`src/rtl/linear_layer_start_fifo_shiftreg.sv`:
```
// Token storage for the start FIFO: a shift register that takes a new token at
// index 0 and is read at an arbitrary index.
module linear_layer_start_fifo_shiftreg #(
    parameter int DATA_WIDTH = 1,
    parameter int ADDR_WIDTH = 1,
    parameter int DEPTH      = 2
) (
    input  logic                  clk,
    input  logic                  we,
    input  logic [ADDR_WIDTH-1:0] addr,
    input  logic [DATA_WIDTH-1:0] din,
    output logic [DATA_WIDTH-1:0] dout
);

    // Contents are never reset; the parent only reads indices below its count.
    logic [DATA_WIDTH-1:0] srl_sig [DEPTH];

    always_ff @(posedge clk) begin
        if (we) begin
            for (int i = DEPTH - 1; i > 0; i--) begin
                srl_sig[i] <= srl_sig[i-1];
            end
            srl_sig[0] <= din;
        end
    end

    assign dout = srl_sig[addr];

endmodule

```
`src/rtl/linear_layer_start_fifo_srl.sv`:
```
// Start-token FIFO between the producer and the PE process: occupancy count,
// registered full/empty flags and read addressing around an SRL store.
module linear_layer_start_fifo_srl #(
    parameter int DATA_WIDTH = 1,
    parameter int ADDR_WIDTH = 1,
    parameter int DEPTH      = 2
) (
    input  logic                  clk,
    input  logic                  reset,
    input  logic                  if_write_ce,
    input  logic                  if_write,
    input  logic [DATA_WIDTH-1:0] if_din,
    output logic                  if_full_n,
    input  logic                  if_read_ce,
    input  logic                  if_read,
    output logic [DATA_WIDTH-1:0] if_dout,
    output logic                  if_empty_n
);

    if (DEPTH < 1 || DEPTH > (1 << ADDR_WIDTH)) begin : g_depth_check
        $error("linear_layer_start_fifo_srl: DEPTH must be in 1..2**ADDR_WIDTH");
    end

    localparam logic [ADDR_WIDTH:0] FULL_COUNT = (ADDR_WIDTH + 1)'(DEPTH);
    localparam logic [ADDR_WIDTH:0] ONE        = (ADDR_WIDTH + 1)'(1);

    logic [ADDR_WIDTH:0]   count;
    logic [ADDR_WIDTH:0]   count_next;
    logic                  full_n_r;
    logic                  empty_n_r;
    logic                  push;
    logic                  pop;
    logic [ADDR_WIDTH-1:0] addr;

    // Qualifying with the registered flags drops writes when full and reads when empty.
    assign push = if_write & if_write_ce & full_n_r;
    assign pop  = if_read  & if_read_ce  & empty_n_r;

    always_comb begin
        count_next = count;
        if (push && !pop) begin
            count_next = count + ONE;
        end else if (pop && !push) begin
            count_next = count - ONE;
        end
    end

    // Oldest token sits at count-1 because every push shifts the whole array.
    always_comb begin
        addr = '0;
        if (count != '0) begin
            addr = ADDR_WIDTH'(count - ONE);
        end
    end

    always_ff @(posedge clk) begin
        if (reset) begin
            count     <= '0;
            full_n_r  <= 1'b1;
            empty_n_r <= 1'b0;
        end else begin
            count     <= count_next;
            full_n_r  <= (count_next != FULL_COUNT);
            empty_n_r <= (count_next != '0);
        end
    end

    assign if_full_n  = full_n_r;
    assign if_empty_n = empty_n_r;

    linear_layer_start_fifo_shiftreg #(
        .DATA_WIDTH(DATA_WIDTH),
        .ADDR_WIDTH(ADDR_WIDTH),
        .DEPTH     (DEPTH)
    ) u_shiftreg (
        .clk (clk),
        .we  (push),
        .addr(addr),
        .din (if_din),
        .dout(if_dout)
    );

endmodule

```
`config.mk`:
```
export PLATFORM = sky130hd
export DESIGN_NAME = linear_layer_start_fifo_srl
export DESIGN_NICKNAME = d
export VERILOG_FILES = /design/src/rtl/linear_layer_start_fifo_shiftreg.sv /design/src/rtl/linear_layer_start_fifo_srl.sv
export SDC_FILE = /design/constraint.sdc
export NUM_CORES = 1
export LEC_CHECK = 0
export CORE_AREA = 3 3 40 42
export CTS_CLUSTER_DIAMETER = 120
export CTS_CLUSTER_SIZE = 12
export DETAILED_ROUTE_END_ITERATION = 7
export DIE_AREA = 0 0 43 45
export GPL_ROUTABILITY_DRIVEN = 0
export PLACE_DENSITY = 0.5
export SLEW_MARGIN = 20
export SYNTH_ARGS = -nofsm -noshare
export SYNTH_HDL_FRONTEND = slang
export SYNTH_SLANG_ARGS = --single-unit
```
`constraint.sdc`:
```
create_clock -name clk -period 3.85 [get_ports clk]
set_clock_uncertainty 0.15 [all_clocks]
set_input_delay 0.385 -clock clk [delete_from_list [all_inputs] [get_ports clk]]
set_output_delay 0.385 -clock clk [all_outputs]
set_load 0.02 [all_outputs]
```
==> key figures <==
CTS
  • Post CTS Setup Buffer Count: 0
  • Hold Buf Count CTS: 0
  • TritonCTS Buffers: 3
  • Clock Tree Buf Depth: 2
  • Resized Gates After CTS: 0
  • TritonCTS clock tree: yes
  • Clock transition at path regs: ~0.05 ns
  • Clk_lat worst skew: ~0.25 ns
  • H-tree Lvls: 1
  • CTS Sinks: 6
  • Clock Tree Root: clkbuf_4

Setup path
  • Worst Path Required: between 3 and 4 ns
  • Crit end category: primary output
  • Worst Setup Path Type: flip-flop to primary output
  • Type of origin of the critical path: flip-flop
  • Worst path arrival time: between 1.5 and 2 ns
  • CP max FO: 6

Power and ir drop
  • P per Cell Area: about 630 mW/mm^2
  • Maximum VDD drop: 289.2 uV
  • Static leakage: around 0.16 nW
  • Final Power: 0.0002726 W

Global routing
  • Vias in the first global route: around 260
  • Largest net degree at the start of global routing: 7
  • GRT overflow: 0
  • First-pass GRT wire length: roughly 1000 microns
  • GRT Total Usage: 7.667%
  • Initial antenna violation count: 0

Die
  • Die Width: between 40 and 50 microns
  • Starting Density: 23.27%
  • Area of the core: 0.001285 sq mm
  • Row count: 13
  • Die area: 0.001935 sq mm
  • Top Ports: 10
  • Overall die height: between 40 and 50 microns

Synth
  • Top FF cell, synth: dfxtp_1
  • Yosys top cell area share: between 20% and 30%
  • Yosys cell types: 17
  • Number of synthesized register bits: 6
  • Most common cell in the netlist: dfxtp_1
  • Post-synth EDFFs: 2
  • Register area share after synthesis: a little under half
  • Syn Area/Cell: 11.08 sq um
  • Synth top area cells: dfxtp_1 (27%), edfxtp_1 (20%), mux2_2 (7.5%)
  • Async set-reset flop share out of synthesis: 0%
  • Yosys warns: 0
  • Cell type with the largest total area after synthesis: dfxtp_1
  • Cells after synthesis: 27
  • Synthesized area: approximately 300 sq um
  • Synth Net Count: 35

STA
  • Min Tclk post-route: roughly 2.3 ns
  • Hold_ws: about 0.31 ns
  • Fin crit share: about 60%
  • Setup_tns: 0 ns
  • Endpoints failing setup: 0
  • RSZ-0062 raised after global routing: false
  • Worst Tran Pin Value: about 0.25 ns
  • F_max: between 400 and 500 MHz
  • Final Max Tran Viols: 0
  • Worst rel slew slack: between 80 and 90%
  • Fin. Hold Viols: 0

Drt
  • Vias/cell: between 4 and 5
  • Iteration-0 DRC Markers: 2
  • Vias: between 200 and 300
  • Final Routed Wirelength: about 630 microns
  • Wire per inst: between 10 and 15 microns
  • DRC Markers: 0
  • Pre-antenna DRT Iters: 4
  • Routed Antenna Nets: 0

Run
  • Max-cap check violation count: 0

Cells and area
  • Area growth, synth to finish: 45.19%
  • Final Cell Area: 434.2 sq um
  • Fin nets: 49
  • ANT cells: 0
  • Share of cells above drive strength 1: 17.50%

Hold path
  • Hold Crit Class: flip-flop to flip-flop

Outcome
  • Status: complete, no violations

Place
  • Placed cell area: between 400 and 500 sq um
  • DP Wirelength: between 400 and 500 microns
  • # port buffers: 9
## power by group
part	internal [W]	switching [W]
Sequential	0.0000823	0.0000167
Clock	0.0000393	0.0000242
Combinational	0.0000595	0.0000505
Total	0.000181	0.0000914
## stage by stage
stage                     setup WS [ns]  util (%)  std cells
after floorplan                   2.196         -         27
after global placement            1.824     31.74         51
after detailed placement          1.799     31.74         51
after CTS                         1.547     33.79         55
after global routing              1.480     33.79         55
final                             1.555     33.79         55
## cell families (layout without fill, tap and decap cells)
group                      count (synthesis)  count (layout)  synth area share (%)
xor gates and xnor gates                   2               2                 5.859
adders and majority gates                  1               1                 4.183
muxes                                      3               3                 10.88
AOI/OAI and AO/OA                          5               5                 12.97
and+or+nand+nor                            8               8                 16.74
DFF                                        6               6                 46.86
buffers and inverters                      2              15                 2.511
## final timing paths
check                                       start                         endpoint  slack (ns)  cells after the start
hold reg to reg   u_shiftreg.srl_sig[0]$_DFFE_PP_  u_shiftreg.srl_sig[1]$_DFFE_PP_        0.31                      0
setup / recovery              count[0]$_SDFF_PP0_                          if_dout        1.55                      4
setup reg to reg              count[0]$_SDFF_PP0_             if_full_n$_SDFF_PP1_        2.08                      4
hold / removal    u_shiftreg.srl_sig[0]$_DFFE_PP_  u_shiftreg.srl_sig[1]$_DFFE_PP_        0.31                      0
## worst max-delay path: stages (launching register included)
cell,delay (ns)
dfxtp_1,0.44
inv_1,0.08
ha_1,0.20
mux2_2,0.21
clkdlybuf4s50_1,0.59
## registers in the layout, indices dropped and copies added (netlist names)
signal and count:
count 2, if_full_n 1, u_shiftreg.srl_sig 2, if_empty_n 1
## layout by cell type, fill, tap and decap left out, drive strengths merged
| cell | count |
|---|---|
| a211o | 1 |
| a211oi | 2 |
| a311oi | 1 |
| a31oi | 1 |
| and3 | 1 |
| clkbuf | 4 |
| clkdlybuf4s50 | 9 |
| dfxtp | 4 |
| edfxtp | 2 |
| ha | 1 |
| inv | 2 |
| mux2 | 2 |
| mux2i | 1 |
| nand2 | 2 |
| nand2b | 1 |
| nand3 | 1 |
| nor2 | 2 |
| nor3 | 1 |
| xnor2 | 2 |
## area by class of cell
class / instances / area (sq um)
clock buffers: 4 / 26.28
fillers: 131 / 850.8
inverters: 2 / 7.507
multi-input cells: 19 / 151.4
flip-flops and latches: 6 / 140.1
well taps: 15 / 18.77
repair buffers: 9 / 90.09
## layer usage
metal  track usage [%]  part of all wire, %
met1             7.488                   40
met2             13.77                   52
met3             3.586                  5.1
met4             3.614                  2.7
met5                 0                    0
Note: power is estimated with default switching activity, not from simulation.
